===== config.mk =====
export PLATFORM = sky130hd
export DESIGN_NAME = fetch_unit
export DESIGN_NICKNAME = d
export VERILOG_FILES = /design/src/rtl/fetch_unit_pkg.sv /design/src/rtl/fetch_queue.sv /design/src/rtl/fetch_unit.sv
export SDC_FILE = /design/constraint.sdc
export NUM_CORES = 1
export LEC_CHECK = 0
export CORE_ASPECT_RATIO = 2
export CORE_UTILIZATION = 50
export DETAILED_ROUTE_END_ITERATION = 8
export PLACE_DENSITY = 0.73
export SKIP_CTS_REPAIR_TIMING = 1
export SLEW_MARGIN = 20
export SYNTH_ARGS = -nofsm -noshare
export SYNTH_HDL_FRONTEND = slang
export SYNTH_HIERARCHICAL = 1
export SYNTH_SLANG_ARGS = --single-unit
export TNS_END_PERCENT = 20

===== constraint.sdc =====
create_clock -name clk -period 7.8 [get_ports clk]
set_clock_uncertainty 0.1 [all_clocks]
set_input_delay 1.95 -clock clk [delete_from_list [all_inputs] [get_ports clk]]
set_output_delay 1.95 -clock clk [all_outputs]
set_load 0.05 [all_outputs]

===== src/rtl/fetch_unit_pkg.sv =====
// Shared definitions for the instruction fetch front-end: FSM state encodings
// and the default HALT encoding.
package fetch_unit_pkg;

    typedef enum logic [1:0] {
        S_BOOT = 2'd0,
        S_RUN  = 2'd1,
        S_HALT = 2'd2
    } state_t;

    localparam logic [31:0] DEFAULT_HALT_WORD = 32'hFFFF_FFFF;

endpackage


===== src/rtl/fetch_queue.sv =====
// Circular prefetch FIFO holding {pc, instruction} pairs between the memory
// response path and the decode consumer.
module fetch_queue #(
    parameter int WIDTH = 48,
    parameter int DEPTH = 4
) (
    input  logic                     clk,
    input  logic                     rst,
    input  logic                     clear,
    input  logic                     wr,
    input  logic [WIDTH-1:0]         wr_data,
    input  logic                     rd,
    output logic [WIDTH-1:0]         rd_data,
    output logic [$clog2(DEPTH):0]   count
);

    localparam int PTR_W = $clog2(DEPTH);
    localparam int CNT_W = PTR_W + 1;

    logic [WIDTH-1:0] mem [DEPTH];
    logic [PTR_W-1:0] wr_ptr;
    logic [PTR_W-1:0] rd_ptr;

    // Pointers wrap naturally because DEPTH is a power of two.
    always_ff @(posedge clk or posedge rst) begin
        if (rst) begin
            wr_ptr <= '0;
            rd_ptr <= '0;
            count  <= '0;
        end else if (clear) begin
            wr_ptr <= '0;
            rd_ptr <= '0;
            count  <= '0;
        end else begin
            if (wr) begin
                wr_ptr <= wr_ptr + PTR_W'(1);
            end
            if (rd) begin
                rd_ptr <= rd_ptr + PTR_W'(1);
            end
            case ({wr, rd})
                2'b10:   count <= count + CNT_W'(1);
                2'b01:   count <= count - CNT_W'(1);
                default: count <= count;
            endcase
        end
    end

    always_ff @(posedge clk) begin
        if (wr && !clear) begin
            mem[wr_ptr] <= wr_data;
        end
    end

    assign rd_data = mem[rd_ptr];

endmodule


===== src/rtl/fetch_unit.sv =====
// Instruction fetch front-end: owns the PC, issues word reads to instruction
// memory, buffers responses and handles redirects and HALT.
module fetch_unit
    import fetch_unit_pkg::*;
#(
    parameter int                   PC_W      = 16,
    parameter int                   INSTR_W   = 32,
    parameter int                   DEPTH     = 4,
    parameter logic [PC_W-1:0]      RESET_PC  = '0,
    parameter logic [INSTR_W-1:0]   HALT_WORD = INSTR_W'(DEFAULT_HALT_WORD)
) (
    input  logic                  clk,
    input  logic                  rst,
    output logic                  imem_req,
    output logic [PC_W-1:0]       imem_addr,
    input  logic [INSTR_W-1:0]    imem_rdata,
    input  logic                  imem_valid,
    output logic                  instr_valid,
    output logic [INSTR_W-1:0]    instr,
    output logic [PC_W-1:0]       instr_pc,
    input  logic                  instr_ready,
    input  logic                  redirect_valid,
    input  logic [PC_W-1:0]       redirect_pc,
    output logic                  halted
);

    localparam int CNT_W = $clog2(DEPTH) + 1;
    localparam int ENT_W = PC_W + INSTR_W;

    state_t              state;
    state_t              next_state;
    logic [PC_W-1:0]     fetch_pc;
    logic [PC_W-1:0]     inflight_pc;
    logic                epoch;
    logic                inflight;
    logic                inflight_epoch;
    logic [CNT_W-1:0]    count;
    logic [CNT_W:0]      occupancy;
    logic                room;
    logic                deq;
    logic                enq;
    logic [ENT_W-1:0]    head;

    // A response is kept only if it belongs to the current epoch and no
    // redirect is flushing the queue on this same edge.
    assign enq       = imem_valid && inflight && (inflight_epoch == epoch) && !redirect_valid;
    assign deq       = instr_valid && instr_ready;
    assign occupancy = {1'b0, count} + (CNT_W + 1)'(inflight);
    assign room      = occupancy < ((CNT_W + 1)'(DEPTH) + (CNT_W + 1)'(deq));

    always_ff @(posedge clk or posedge rst) begin
        if (rst) begin
            state <= S_BOOT;
        end else begin
            state <= next_state;
        end
    end

    always_comb begin
        next_state = state;
        case (state)
            S_BOOT:  next_state = S_RUN;
            S_RUN:   if (enq && (imem_rdata == HALT_WORD)) next_state = S_HALT;
            S_HALT:  next_state = S_HALT;
            default: next_state = S_BOOT;
        endcase
        if (redirect_valid) begin
            next_state = S_RUN;
        end
    end

    always_comb begin
        imem_req = (state == S_RUN) && !redirect_valid && room;
        halted   = (state == S_HALT);
    end

    // Memory answers exactly one cycle after a request, so the in-flight tag
    // is simply last cycle's request together with its address and epoch.
    always_ff @(posedge clk or posedge rst) begin
        if (rst) begin
            fetch_pc       <= RESET_PC;
            epoch          <= 1'b0;
            inflight       <= 1'b0;
            inflight_epoch <= 1'b0;
            inflight_pc    <= '0;
        end else begin
            inflight <= imem_req;
            if (imem_req) begin
                inflight_epoch <= epoch;
                inflight_pc    <= fetch_pc;
            end
            if (redirect_valid) begin
                fetch_pc <= redirect_pc;
                epoch    <= ~epoch;
            end else if (imem_req) begin
                fetch_pc <= fetch_pc + PC_W'(1);
            end
        end
    end

    assign imem_addr = fetch_pc;

    fetch_queue #(
        .WIDTH (ENT_W),
        .DEPTH (DEPTH)
    ) u_queue (
        .clk     (clk),
        .rst     (rst),
        .clear   (redirect_valid),
        .wr      (enq),
        .wr_data ({inflight_pc, imem_rdata}),
        .rd      (deq),
        .rd_data (head),
        .count   (count)
    );

    // Head fields read as zero while the queue is empty.
    assign instr_valid = (count != '0);
    assign instr       = instr_valid ? head[INSTR_W-1:0] : '0;
    assign instr_pc    = instr_valid ? head[ENT_W-1:INSTR_W] : '0;

endmodule


After elaboration in Yosys (flattened, before gate mapping)
Memories as Yosys holds them, arrays and structs flattened.
Cells that the tools add are included.
{"block": "totals", "register_bits": 44, "n_memories": 1, "wordCells": 56, "out_inout_bits": 67, "ramBits": 192, "in_bits": 53}
{"memory": "u_queue.mem", "words": 4, "word_bits": 48, "read_ports": 1, "rd_ports_with_merged_regs": 0, "wr": 1, "line": "fetch_queue.sv:20", "text": "logic [WIDTH-1:0] mem [DEPTH];"}
{"block": "classes", "n_mux": 15, "eq_ne": 7, "magnitude_cmp": 1, "addsub": 7, "reduce_logical": 15, "bitwise": 1}
{"op": "16-bit two-way mux", "count": 3}
{"op": "32-bit == test, second input constant", "count": 1}
{"op": "32-bit two-way mux", "count": 1}
{"op": "16-bit by 1-bit adder with 16-bit output, second input constant", "count": 1}
{"op": "2-bit two-way mux", "count": 6}
{"op": "1-bit logical AND", "count": 8}
{"op": "2-bit case mux with 3 select lines", "count": 1}
{"op": "3-bit case mux with 2 select lines", "count": 1}
{"op": "2-bit nonzero test", "count": 3}
{"op": "3-bit nonzero test", "count": 2}
{"op": "2-bit by 1-bit adder with 2-bit output, second input constant", "count": 2}
{"op": "3-bit by 1-bit adder with 4-bit output", "count": 1}
{"op": "3-bit by 1-bit adder with 4-bit output, first input constant", "count": 1}
{"op": "2-bit by 1-bit == test with 1-bit output, second input constant", "count": 2}
{"op": "2-bit == test, second input constant", "count": 2}
{"op": "4-bit < comparator", "count": 1}
{"op": "3-bit by 1-bit adder with 3-bit output, second input constant", "count": 1}
{"op": "3-bit two-way mux", "count": 1}
{"op": "3-bit inequality test, second input constant", "count": 1}
{"op": "3-bit by 1-bit subtractor with 3-bit output, second input constant", "count": 1}
{"op": "2-bit logical NOT", "count": 1}
{"op": "1-bit two-way mux", "count": 2}
{"op": "1-bit == test", "count": 1}
{"op": "1-bit logical NOT", "count": 1}
{"op": "1-bit NOT", "count": 1}

Depth between registers and ports, before layout
{"block": "depth", "ltp_word": 7, "depth_mapped": 10, "depth_no_buf": 8}

By module
Netlist, hierarchy kept.
{"mod": "fetch_queue", "area_per_inst_um2": 7412.1, "seq_area_each_um2": 5940.7, "cells_each": 293, "instances": 1}
{"mod": "fetch_unit", "area_per_inst_um2": 2275.9, "seq_area_each_um2": 925.9, "cells_each": 266, "instances": 1}

Worst setup path before layout
No wires, ideal clock.
{"block": "synth_path", "path_type": "input port to output port", "start": "input port redirect_valid", "end": "output port imem_req", "n_path_buf": 2, "required_ns": 5.750, "arrival_ns": 3.374, "setup_slack_ns": 2.376, "cell_stages": 5, "cell_sequence": "a311o_1 > or2_1 > buf_6 > inv_4 > clkbuf_1"}
{"block": "synth_via", "elab_chain_cells": 3}
{"element": "from (decl)", "line": "fetch_unit.sv:22", "text": "input logic redirect_valid,"}
{"element": "1-bit logical NOT", "line": "fetch_unit.sv:73", "text": "imem_req = (state == S_RUN) && !redirect_valid && room;"}
{"element": "1-bit logical AND (2 in a row)", "line": "fetch_unit.sv:73"}
{"element": "to (decl)", "line": "fetch_unit.sv:14", "text": "output logic imem_req,"}
Every way passes these cells.

Worst setup path in the final report
Ends and elaborated chain as after synthesis.

==> reports/summary.txt <==
WP buf/inv: 4
CTS max path bufs: 3
CP Class: in2out
Ys Warns: 6
critical path required time: 5.75 ns
GPL Wtd Cong: 0.803
detailed-route DRC error count: 0
CP Cell Sequence: clkdlybuf4s50_1, buf_4, a311o_1, or2_1, inv_4, clkdlybuf4s50_1
Clock Sinks: 236
Lkg Pwr: 4.01 nW
die area: 20,000 µm²
Synth Area per Inst: 17.3 µm²
Tcrit/Tclk final: 82.9%
I/O pin total: 120
number of port buffers: 119
Seq/Total Area, Yosys: 70.9%
Area Growth Syn to Fin: 20.8%
Clk Latency, worst-skew pair: 0.48 ns
ys async rst share: 18.6%
# setup viols final: 0
Synth Register Bits: 236
syn nets: 623
Starting DRT DRC Count: 291
CTS tree: yes
Multi-input gate area: 2530 µm²
Critical Path End Type: output port
pwr dens: 350 nW/µm²
Post-Syn Instances: 559
VDD IR-drop max: 0.271 mV
Avg WL per Cell: 20.3 µm
vias per inst: 5.61
core box area: 18,900 µm²
Total Routing Usage GR: 20.3%
GRT overflow: 0
final count of pins violating max slew: 0
# Max-Cap Violations: 0
layout cell share with drive strength beyond 1: 14.0%
post-route minimum period: 6.46 ns
distinct cell type count after synthesis: 42
Antenna Nets Post-Route: 0
CP arrival: 4.41 ns
drt first pass iters: 5
min-delay worst type: reg2reg
Die W: 100 µm
endpoints failing hold: 0
root buf cell: clkbuf_16
largest net degree at the start of global routing: 52
Starting Density: 51.2%
crit-path max FO: 31
Worst-Margin Slew: 1.01 ns
initial antenna violation count: 0
Final HPWL DP: 12.4 mm
Critical Path Most Common Cell: clkdlybuf4s50_1
RSZ-0062 raised after global routing: false
Max-slew headroom: 32.9%
setup TNS: 0 ns
Clock transition at path regs: 0.06 ns
critical path's slowest cell: clkdlybuf4s50_1
prevailing post-synth register cell: edfxtp_1
depth of the CTS H-tree: 1
final wirelength: 19.3 mm
vias: 5,337
fill count: 1,416
status: finished, final reports clean
Seq. cell area: 6870 µm²
row cnt: 71
Num CTS Buffers: 21
cell area after synthesis: 9690 µm²
final net count: 745
first-pass GRT wire length: 30.7 mm
die height: 199 µm
number of synthesized flops with an enable pin: 192
CP startpoint kind: input pin
Overall Power: 4.10 mW
worst stage delay on the critical path: 0.86 ns
fmax: 0.155 GHz
CP delay by family, top: buffers and inverters
vias in the first global route: 5,756
==> sequential cells by signal (all words and copies together), names as in the netlist <==
name / cells
u_queue/rd_ptr: 2
u_queue/count: 3
epoch: 1
inflight_pc: 16
inflight_epoch: 1
inflight: 1
u_queue/mem: 192
u_queue/wr_ptr: 2
state: 2
imem_addr: 16
==> layout by cell type, fill, tap and decap left out, types with 3 or more instances in the layout <==
cell	synthesis	routed
nand3_1	7	7
a32oi_1	3	3
edfxtp_1	192	192
clkbuf_1	9	5
clkinv_2	0	3
mux4_2	48	48
o21ai_0	13	13
inv_1	13	13
a221o_1	8	8
clkdlybuf4s50_1	0	119
o21bai_1	5	5
clkbuf_8	0	5
and2_2	0	4
clkbuf_16	0	21
nor2b_1	3	3
buf_4	1	8
a21oi_1	4	4
ha_1	10	10
nand4_1	11	11
and2_1	53	49
mux2i_1	3	3
xnor2_1	5	5
nor3b_1	5	5
nor2_1	14	14
nor3_1	10	10
and3_1	3	3
nand2_1	51	51
xor2_1	4	4
nor4_1	5	5
dfrtp_1	44	42
a21o_1	3	3
==> area by class of cell <==
| type | instances | share of cell area (%) |
|---|---|---|
| Sequential cell | 236 | 58.7 |
| Multi-Input combinational cell | 281 | 21.7 |
| Timing Repair Buffer | 127 | 10.7 |
| Clock buffer | 31 | 5.24 |
| Tap cell | 255 | 2.73 |
| Clock inverter | 6 | 0.492 |
| Inverter | 14 | 0.470 |
| Antenna cell | 1 | 0.0214 |
==> cell usage after synthesis (4+ instances only) <==
| library cell | count | area (µm²) |
|---|---|---|
| a21oi_1 | 4 | 20.0 |
| a221o_1 | 8 | 80.1 |
| and2_1 | 53 | 332 |
| buf_12 | 5 | 100 |
| buf_2 | 8 | 40.0 |
| buf_6 | 5 | 56.3 |
| clkbuf_1 | 9 | 33.8 |
| dfrtp_1 | 44 | 1100 |
| edfxtp_1 | 192 | 5770 |
| ha_1 | 10 | 125 |
| inv_1 | 13 | 48.8 |
| mux4_2 | 48 | 1080 |
| nand2_1 | 51 | 191 |
| nand3_1 | 7 | 35.0 |
| nand4_1 | 11 | 68.8 |
| nor2_1 | 14 | 52.6 |
| nor3_1 | 10 | 50.1 |
| nor3b_1 | 5 | 37.5 |
| nor4_1 | 5 | 31.3 |
| o21ai_0 | 13 | 65.1 |
| o21bai_1 | 5 | 37.5 |
| xnor2_1 | 5 | 43.8 |
| xor2_1 | 4 | 35.0 |
==> path summary, 6_finish.rpt <==
kind	start	cells after the start	slack, ns	to
max	redirect_valid	6	1.34	imem_req
min	epoch	1	0.41	epoch
max reg2reg	u_queue/count[2]	7	4.60	u_queue/count[2]
min reg2reg	epoch	1	0.41	epoch
max in group asynchronous	rst	3	5.41	imem_addr[2]
min in group asynchronous	rst	2	1.66	u_queue/count[0]
==> routing by layer <==
layer | share of wire [%] | track usage (%) | vias to the layer above
li1 | - | - | 2390
met1 | 36 | 22.7 | 2700
met2 | 56 | 38.6 | 205
met3 | 4.8 | 2.64 | 42
met4 | 3.2 | 7.35 | 0
met5 | 0 | 0 | -
==> cells by family (layout without fill, tap and decap cells) <==
group | Yosys count | after routing | share of synthesized area, %
XOR/XNOR | 9 | 9 | 0.814
AO/OA/AOI/OAI | 44 | 44 | 3.41
other | 0 | 1 | 0
buffers and inverters | 42 | 178 | 3.02
flip-flops | 236 | 236 | 70.9
multiplexers | 51 | 51 | 11.5
adder cells (fa/ha/maj) | 11 | 11 | 1.50
AND/OR/NAND/NOR | 166 | 166 | 8.91
==> stage by stage <==
stage | util, % | instances | area [µm²] | hold slack, ns | setup slack (ns)
6_report | 61.9 | 951 | 11700 | 0.408 | 1.34
5_1_grt | 61.8 | 950 | 11700 | 0.438 | 1.25
4_1_cts | 61.8 | 950 | 11700 | 0.404 | 1.36
3_5_place_dp | 58.3 | 913 | 11000 | 0.387 | 1.37
3_3_place_gp | 58.3 | 913 | 11000 | 0.378 | 1.43
2_1_floorplan | - | 559 | 9690 | 0.365 | 2.38
==> worst register-to-register path: stages (launching register included) <==
cell	delay [ns]
dfrtp_1	0.44
or3_2	0.89
and2_1	0.40
nor2b_1	0.17
fa_1	0.44
and3b_1	0.21
o21ai_0	0.21
nor3b_1	0.25
==> power by group <==
group	internal [mW]	switching, mW	total, mW
combinational	0.545	0.872	1.42
clock	0.577	0.414	0.992
sequential	1.51	0.178	1.69
Power figures use the tool's default switching activity.
